`config.mk`:
```
export PLATFORM = sky130hd
export DESIGN_NAME = bp_cache_req_responder
export DESIGN_NICKNAME = d
export VERILOG_FILES = /design/src/rtl/bp_cache_req_responder.sv
export SDC_FILE = /design/constraint.sdc
export NUM_CORES = 1
export LEC_CHECK = 0
export CELL_PAD_IN_SITES_DETAIL_PLACEMENT = 0
export CELL_PAD_IN_SITES_GLOBAL_PLACEMENT = 1
export CORE_AREA = 5 5 512 514
export DETAILED_ROUTE_END_ITERATION = 16
export DIE_AREA = 0 0 517 519
export PLACE_DENSITY = 0.44
export RECOVER_POWER = 50
export SLEW_MARGIN = 30
export SYNTH_ARGS = -nofsm -noshare
export SYNTH_HDL_FRONTEND = slang
export SYNTH_SLANG_ARGS = --single-unit
```
`constraint.sdc`:
```
create_clock -name clk_i -period 41.3 [get_ports clk_i]
set_input_delay 6.195 -clock clk_i [delete_from_list [all_inputs] [get_ports clk_i]]
set_output_delay 6.195 -clock clk_i [all_outputs]
set_load 0.1 [all_outputs]
```
`src/rtl/bp_cache_req_responder.sv`:
```
// Cache-side responder for one cache port: fills misses, services uncached
// accesses through a simple memory port, and clears tag/stat state after reset.
module bp_cache_req_responder #(
  parameter int paddr_width_p = 40,
  parameter int sets_p        = 64,
  parameter int assoc_p       = 8,
  parameter int block_width_p = 512,
  parameter int dword_width_p = 64,
  parameter int ptag_width_p  = 28,
  localparam int lg_sets_lp      = $clog2(sets_p),
  localparam int lg_assoc_lp     = $clog2(assoc_p),
  localparam int block_offset_lp = $clog2(block_width_p / 8),
  localparam int cache_req_width_lp          = 2 + paddr_width_p + 3 + dword_width_p,
  localparam int cache_req_metadata_width_lp = lg_assoc_lp + 1,
  localparam int data_mem_pkt_width_lp = 2 + lg_sets_lp + lg_assoc_lp + block_width_p,
  localparam int tag_mem_pkt_width_lp  = 2 + lg_sets_lp + lg_assoc_lp + ptag_width_p + 2,
  localparam int stat_mem_pkt_width_lp = 2 + lg_sets_lp + lg_assoc_lp,
  localparam int mem_cmd_width_lp      = 2 + paddr_width_p + 3 + dword_width_p
) (
  input  logic                                   clk_i,
  input  logic                                   reset_i,
  input  logic [cache_req_width_lp-1:0]          cache_req_i,
  input  logic                                   cache_req_v_i,
  output logic                                   cache_req_ready_o,
  input  logic [cache_req_metadata_width_lp-1:0] cache_req_metadata_i,
  input  logic                                   cache_req_metadata_v_i,
  output logic                                   cache_req_complete_o,
  output logic [data_mem_pkt_width_lp-1:0]       data_mem_pkt_o,
  output logic                                   data_mem_pkt_v_o,
  input  logic                                   data_mem_pkt_ready_i,
  output logic [tag_mem_pkt_width_lp-1:0]        tag_mem_pkt_o,
  output logic                                   tag_mem_pkt_v_o,
  input  logic                                   tag_mem_pkt_ready_i,
  output logic [stat_mem_pkt_width_lp-1:0]       stat_mem_pkt_o,
  output logic                                   stat_mem_pkt_v_o,
  input  logic                                   stat_mem_pkt_ready_i,
  output logic [mem_cmd_width_lp-1:0]            mem_cmd_o,
  output logic                                   mem_cmd_v_o,
  input  logic                                   mem_cmd_ready_i,
  input  logic [block_width_p-1:0]               mem_resp_i,
  input  logic                                   mem_resp_v_i,
  output logic                                   mem_resp_yumi_o
);

  typedef enum logic [3:0] {
    e_clear, e_ready, e_meta, e_mem_cmd, e_mem_resp, e_data, e_tag, e_stat, e_done
  } state_e;

  localparam logic [1:0] e_miss_load  = 2'd0;
  localparam logic [1:0] e_miss_store = 2'd1;
  localparam logic [1:0] e_uc_load    = 2'd2;
  localparam logic [1:0] e_uc_store   = 2'd3;

  localparam logic [1:0] e_cache_data_mem_write    = 2'd0;
  localparam logic [1:0] e_cache_data_mem_uncached = 2'd1;
  localparam logic [1:0] e_cache_tag_mem_set_clear = 2'd0;
  localparam logic [1:0] e_cache_tag_mem_set_tag   = 2'd1;
  localparam logic [1:0] e_cache_stat_mem_set_clear = 2'd0;

  localparam logic [1:0] e_state_invalid   = 2'd0;
  localparam logic [1:0] e_state_shared    = 2'd1;
  localparam logic [1:0] e_state_exclusive = 2'd2;

  state_e                   state_q, state_d;
  logic [lg_sets_lp-1:0]    idx_q, idx_d;
  logic                     tag_done_q, tag_done_d;
  logic                     stat_done_q, stat_done_d;
  logic [1:0]               msg_q, msg_d;
  logic [paddr_width_p-1:0] addr_q, addr_d;
  logic [2:0]               size_q, size_d;
  logic [dword_width_p-1:0] wdata_q, wdata_d;
  logic [lg_assoc_lp-1:0]   way_q, way_d;
  logic [block_width_p-1:0] blk_q, blk_d;

  logic [1:0]               req_msg;
  logic [paddr_width_p-1:0] req_addr;
  logic [2:0]               req_size;
  logic [dword_width_p-1:0] req_data;
  logic [lg_assoc_lp-1:0]   meta_way;
  logic                     unused_dirty;

  logic                     is_miss, is_uc_store, tag_fin, stat_fin;
  logic [lg_sets_lp-1:0]    fill_idx;
  logic [ptag_width_p-1:0]  fill_tag;
  logic [paddr_width_p-1:0] blk_addr;

  assign req_msg      = cache_req_i[cache_req_width_lp-1 -: 2];
  assign req_addr     = cache_req_i[dword_width_p+3 +: paddr_width_p];
  assign req_size     = cache_req_i[dword_width_p +: 3];
  assign req_data     = cache_req_i[dword_width_p-1:0];
  assign meta_way     = cache_req_metadata_i[lg_assoc_lp:1];
  // Write-through caches never need a writeback, so dirty carries no information.
  assign unused_dirty = cache_req_metadata_i[0];

  assign is_miss     = ~msg_q[1];
  assign is_uc_store = (msg_q == e_uc_store);
  assign fill_idx    = addr_q[block_offset_lp +: lg_sets_lp];
  assign fill_tag    = addr_q[paddr_width_p-1 -: ptag_width_p];
  assign blk_addr    = {addr_q[paddr_width_p-1:block_offset_lp], {block_offset_lp{1'b0}}};

  always_comb begin
    state_d     = state_q;
    idx_d       = idx_q;
    tag_done_d  = tag_done_q;
    stat_done_d = stat_done_q;
    msg_d       = msg_q;
    addr_d      = addr_q;
    size_d      = size_q;
    wdata_d     = wdata_q;
    way_d       = way_q;
    blk_d       = blk_q;
    tag_fin     = 1'b0;
    stat_fin    = 1'b0;

    cache_req_ready_o    = 1'b0;
    cache_req_complete_o = 1'b0;
    data_mem_pkt_v_o     = 1'b0;
    tag_mem_pkt_v_o      = 1'b0;
    stat_mem_pkt_v_o     = 1'b0;
    mem_cmd_v_o          = 1'b0;
    mem_resp_yumi_o      = 1'b0;
    data_mem_pkt_o = {e_cache_data_mem_write, fill_idx, way_q, blk_q};
    tag_mem_pkt_o  = {e_cache_tag_mem_set_tag, fill_idx, way_q, fill_tag, e_state_invalid};
    stat_mem_pkt_o = {e_cache_stat_mem_set_clear, fill_idx, way_q};
    mem_cmd_o      = {1'b0, 1'b0, blk_addr, 3'(block_offset_lp), {dword_width_p{1'b0}}};

    case (state_q)
      e_clear: begin
        // Tag and stat clears for a set handshake independently; the set advances once both are done.
        tag_mem_pkt_v_o  = ~tag_done_q;
        stat_mem_pkt_v_o = ~stat_done_q;
        tag_mem_pkt_o  = {e_cache_tag_mem_set_clear, idx_q, {lg_assoc_lp{1'b0}},
                          {ptag_width_p{1'b0}}, e_state_invalid};
        stat_mem_pkt_o = {e_cache_stat_mem_set_clear, idx_q, {lg_assoc_lp{1'b0}}};
        tag_fin  = tag_done_q | tag_mem_pkt_ready_i;
        stat_fin = stat_done_q | stat_mem_pkt_ready_i;
        if (tag_fin && stat_fin) begin
          tag_done_d  = 1'b0;
          stat_done_d = 1'b0;
          idx_d       = idx_q + 1'b1;
          if (idx_q == lg_sets_lp'(sets_p - 1)) begin
            idx_d   = '0;
            state_d = e_ready;
          end
        end else begin
          tag_done_d  = tag_fin;
          stat_done_d = stat_fin;
        end
      end
      e_ready: begin
        cache_req_ready_o = 1'b1;
        if (cache_req_v_i) begin
          msg_d   = req_msg;
          addr_d  = req_addr;
          size_d  = req_size;
          wdata_d = req_data;
          way_d   = '0;
          if (req_msg[1]) begin
            state_d = e_mem_cmd;
          end else if (cache_req_metadata_v_i) begin
            way_d   = meta_way;
            state_d = e_mem_cmd;
          end else begin
            state_d = e_meta;
          end
        end
      end
      e_meta: begin
        if (cache_req_metadata_v_i) begin
          way_d   = meta_way;
          state_d = e_mem_cmd;
        end
      end
      e_mem_cmd: begin
        mem_cmd_v_o = 1'b1;
        if (!is_miss) begin
          mem_cmd_o = {is_uc_store, 1'b1, addr_q, size_q, wdata_q};
        end
        if (mem_cmd_ready_i) begin
          state_d = e_mem_resp;
        end
      end
      e_mem_resp: begin
        if (mem_resp_v_i) begin
          mem_resp_yumi_o = 1'b1;
          blk_d   = is_miss ? mem_resp_i : block_width_p'(mem_resp_i[dword_width_p-1:0]);
          state_d = is_uc_store ? e_done : e_data;
        end
      end
      e_data: begin
        data_mem_pkt_v_o = 1'b1;
        data_mem_pkt_o   = {is_miss ? e_cache_data_mem_write : e_cache_data_mem_uncached,
                            fill_idx, way_q, blk_q};
        if (data_mem_pkt_ready_i) begin
          state_d = is_miss ? e_tag : e_done;
        end
      end
      e_tag: begin
        tag_mem_pkt_v_o = 1'b1;
        tag_mem_pkt_o   = {e_cache_tag_mem_set_tag, fill_idx, way_q, fill_tag,
                           (msg_q == e_miss_store) ? e_state_exclusive : e_state_shared};
        if (tag_mem_pkt_ready_i) begin
          state_d = e_stat;
        end
      end
      e_stat: begin
        stat_mem_pkt_v_o = 1'b1;
        if (stat_mem_pkt_ready_i) begin
          state_d = e_done;
        end
      end
      e_done: begin
        cache_req_complete_o = 1'b1;
        state_d = e_ready;
      end
      default: state_d = e_clear;
    endcase

    if (reset_i) begin
      cache_req_ready_o    = 1'b0;
      cache_req_complete_o = 1'b0;
      data_mem_pkt_v_o     = 1'b0;
      tag_mem_pkt_v_o      = 1'b0;
      stat_mem_pkt_v_o     = 1'b0;
      mem_cmd_v_o          = 1'b0;
      mem_resp_yumi_o      = 1'b0;
    end
  end

  always_ff @(posedge clk_i) begin
    if (reset_i) begin
      state_q     <= e_clear;
      idx_q       <= '0;
      tag_done_q  <= 1'b0;
      stat_done_q <= 1'b0;
    end else begin
      state_q     <= state_d;
      idx_q       <= idx_d;
      tag_done_q  <= tag_done_d;
      stat_done_q <= stat_done_d;
    end
  end

  always_ff @(posedge clk_i) begin
    msg_q   <= msg_d;
    addr_q  <= addr_d;
    size_q  <= size_d;
    wdata_q <= wdata_d;
    way_q   <= way_d;
    blk_q   <= blk_d;
  end

endmodule
```
# [Word-level counts from Yosys, hierarchy flattened]
# Cells that the tools add are included.
[op_classes] n_reduce_logical=8 addsub=1 mux=44 n_eq_ne=20 n_bitwise=4
[ops] op="$mux 522" n=1
[ops] op="$mux 109" n=2
[ops] op="$pmux 40 s2" n=1
[ops] op="$mux 4" n=11
[ops] op="$pmux 4 s9" n=1
[ops] op="$mux 1" n=18
[ops] op="$ne 2x2->1 const B" n=9
[ops] op="$eq 4x3->1 const B" n=4
[ops] op="$mux 3" n=4
[ops] op="$mux 9" n=1
[ops] op="$reduce_and 9->1" n=1
[ops] op="$eq 4x2->1 const B" n=2
[ops] op="$add 6x1->6 const B" n=1
[ops] op="$eq 6x6->1 const B" n=1
[ops] op="$mux 6" n=1
[ops] op="$pmux 3 s2" n=1
[ops] op="$reduce_and 2->1" n=3
[ops] op="$eq 4x1->1 const B" n=1
[ops] op="$eq 4x4->1 const B" n=1
[ops] op="$logic_not 4->1" n=1
[ops] op="$pmux 1 s2" n=2
[ops] op="$reduce_and 3->1" n=1
[ops] op="$eq 2x1->1 const B" n=1
[ops] op="$eq 2x2->1 const B" n=1
[ops] op="other kinds (5)" n=7
[totals] register_bits=636 out_inout_bits=691 in_bits=634 word_cells=88

# [Longest topological paths before layout]
[depth] ltp_word=4 ltp_mapped=7 ltp_nobuf=6

# [Worst setup path before layout]
# No wires, ideal clock.
[synth_path] kind="input port to flip-flop" from="input mem_resp_v_i" to="register blk_q[0], enable pin" required_ns=39.285 cell_stages=2 setup_ns=2.015 arrival_ns=40.613 path_buffers=0 path_slack_ns=-1.328 cell_sequence="nand2_1 -> nor3_1"
[synth_between] elab_chain_len=1
[synth_rtl] item="start: declaration" line="41" text="input logic mem_resp_v_i,"
[synth_rtl] item="$reduce_and 2->1 (no source line)"
[synth_rtl] item="end signal: assignment" line="250" text="blk_q <= blk_d;"
[synth_rtl] item="end: declaration" line="73" text="logic [block_width_p-1:0] blk_q, blk_d;"
# No other way between the ends.
# A chain may end at the register's enable or synchronous reset.

# [Worst setup path in the final report]
[layout_path] from="input mem_resp_v_i" to="register blk_q[10], enable pin"
# The elaborated chain is that of the path after synthesis.

==> qor.txt <==
CTS root buf - clkbuf_16
Hold WC Path Type - reg -> reg
post-synth top area cell - edfxtp_1
maximum clock frequency - 64.7 MHz
largest family of logic cells by synthesized area - simple AND/OR/NAND/NOR gates
most used cell, CP - clkbuf_1
Max clock buf depth - 3
top post-synthesis cells by area - edfxtp_1 (79%), nor2b_1 (12%), and2_1 (2.8%)
worst setup path class - in -> reg
antenna violations before repair - 279
mux contribution to synthesized area - 0.00142
Hold Path Stages - 2
gr usage total - 0.126
post_cts resized - 0
clk_lat worst skew - 730 ps
Max stage delay on crit path - 5530 ps
Die Width - 517 µm
hpwl dp - 150 mm
Iteration-0 DRC Markers - 940
ys async rst share - 0
post-synthesis compound-gate area fraction - 0.00683
startpoint types - primary input
Routability Congestion - 0.806
Tcrit/Tclk final - 0.374
post-route minimum period - 15450 ps
Final setup viols - 0
Boundary Pins - 1325
commonest non-fill, non-tap cell in the layout - dlygate4sd3_1
# hold bufs at CTS - 0
CP Depth - 6
failing checks - capacitance limit, slew limit
CTS H-tree lvls - 3
critical path endpoint category - register
xor and xnor fraction of the mapped netlist area - 0.00184
Max Slew Vio Count - 333
IO Port Bufs - 1319
Worst-Margin Slew - 7980 ps
Post-CTS Setup Bufs - 0
Post-route DRC - 0
max cap viols - 39
slowest cell on the critical path - clkbuf_1
cells on worst reg2reg path - 6
fraction of layout cells with a size suffix above 1 - 0.124
clk slew on worst S/H paths - 60 ps
Worst Skew - 78.9 ps
Worst EP required - 41660 ps
Synth cell types - 40
RSZ-0062 raised after global routing - false
CTS buffer count - 91
# clock sinks - 636
Nets - 3395
ys flop type - edfxtp_1
Die Ht - 519 µm
final WL - 177 mm
Core Box Area - 0.256 mm²
relative slew slack - -4.32
post-synthesis adder-cell area fraction - 0.000525
Leak - 13.9 nW
area delta synth->final - 77.2%
Placed Cells - 6049
synthesized area - 0.0238 mm²
number of routed nets with antenna violations - 0
commonest non-fill, non-tap cells in the layout - dlygate4sd3_1 (625), edfxtp_1 (624), nor2b_1 (457)
sum of negative setup slack - 0 ps
drt pass-1 iters - 5
total gr overflow - 0
power per cell area - 42.6 mW/mm²
final core utilization - 0.165
vias in the first global route - 18918
Max VDD drop - 29.0 µV
worst-path fanout max - 133
Final Hold Vio Count - 0
largest net degree at the start of global routing - 162
Via density - 2.91
first-pass GRT wire length - 217 mm
non-filler cells, final - 6290
Initial Utilization - 0.0929
worst path arrival time - 15810 ps
die footprint - 0.268 mm²
total number of vias - 18295
CP Cell Sequence - dlygate4sd3_1 > nand2_1 > nor3_4 > clkbuf_1 > clkbuf_1 > buf_4
Yosys top cell area share - 0.786
crit-path leading delay family - buffers and inverters
register area share after synthesis - 0.796
number of synthesized flops with an enable pin - 624
CTS tree - done
# rows - 186
Syn Inst Count - 1441
WL per Instance - 28.1 µm
Mapped Avg Cell Area - 16.5 µm²
status - complete, but fails checks
Yosys warnings - 0
WP buf/inv - 4
post-synthesis simple-gate area fraction - 0.166
#FFs+latches synth - 636
-- power breakdown --
| group | switching, mW | internal, mW |
|---|---|---|
| Clock | 0.344 | 0.456 |
| Sequential | 0.0118 | 0.727 |
| Combinational | 0.179 | 0.0823 |
-- metal layers --
metal	vias up	share of wire	track usage
met2	1311	0.49	0.224
met1	8558	0.34	0.128
met4	128	0.032	0.0287
met3	539	0.14	0.0695
met5	-	0.0046	0
li1	7759	-	-
-- path summary, 6_finish.rpt --
check / slack, ps / end / start
worst max register to register: 30930 / blk_q[10]$_DFFE_PN_ / state_q[0]$_SDFFE_PP0P_
worst max-delay path: 25850 / blk_q[10]$_DFFE_PN_ / mem_resp_v_i
worst min register to register: 550 / idx_q[1]$_SDFFE_PP0P_ / idx_q[1]$_SDFFE_PP0P_
worst min-delay path: 550 / idx_q[1]$_SDFFE_PP0P_ / idx_q[1]$_SDFFE_PP0P_
-- kinds of logic (layout without fill, tap and decap cells) --
kind of cell,after synthesis,in the layout
other,1,72
muxes,3,3
buffers and inverters,122,1516
AOI/OAI and AO/OA,24,24
and+or+nand+nor,649,649
adders and majority gates,1,1
DFF,636,636
xor gates and xnor gates,5,5
-- worst reg2reg max path: cells and delay by family (launching register included) --
family                 cells  cell delay [ps]
flip-flops                 1              560
AND/OR/NAND/NOR            3              600
buffers and inverters      3             8820
-- registers in the layout, summed over array words and instances, names as in the netlist --
| name | count |
|---|---|
| tag_done_q | 1 |
| addr_q | 40 |
| blk_q | 512 |
| idx_q | 6 |
| state_q | 4 |
| msg_q | 2 |
| size_q | 3 |
| stat_done_q | 1 |
| wdata_q | 64 |
| way_q | 3 |
-- metrics by stage --
step	total power, mW	cell area [µm²]	setup slack [ps]	hold WS [ps]
3_3_place_gp	1.03	40600	26250	536
6_report	1.80	42200	25850	546
4_1_cts	1.86	42500	26240	538
5_1_grt	1.88	42100	24700	569
2_1_floorplan	0.913	23800	14460	484
3_5_place_dp	1.03	39500	26260	529
-- Yosys cell counts, types with 2 or more instances --
cell / n
a211oi_1: 2
a21oi_1: 6
and2_1: 106
buf_2: 3
buf_4: 44
buf_6: 2
clkbuf_1: 67
dfxtp_1: 12
edfxtp_1: 624
inv_1: 5
mux2_2: 3
nand2_1: 33
nand2b_1: 6
nand3_1: 2
nor2_1: 19
nor2b_1: 457
nor3_1: 12
nor3b_1: 4
nor4_1: 3
nor4_4: 2
o21ai_0: 3
o21bai_1: 2
o22ai_1: 3
or3_1: 2
xnor2_1: 3
xor2_1: 2
-- layout make-up --
type / count / area, µm²
fillers: 28370 / 214000
well taps: 3384 / 4230
diodes: 68 / 170
repair buffers: 1339 / 11500
clock inverters: 59 / 673
multi-input cells: 686 / 4240
inverters: 6 / 22.5
flip-flops and latches: 636 / 19000
clock buffers: 112 / 2360
Note: power is estimated with default switching activity, not from simulation.
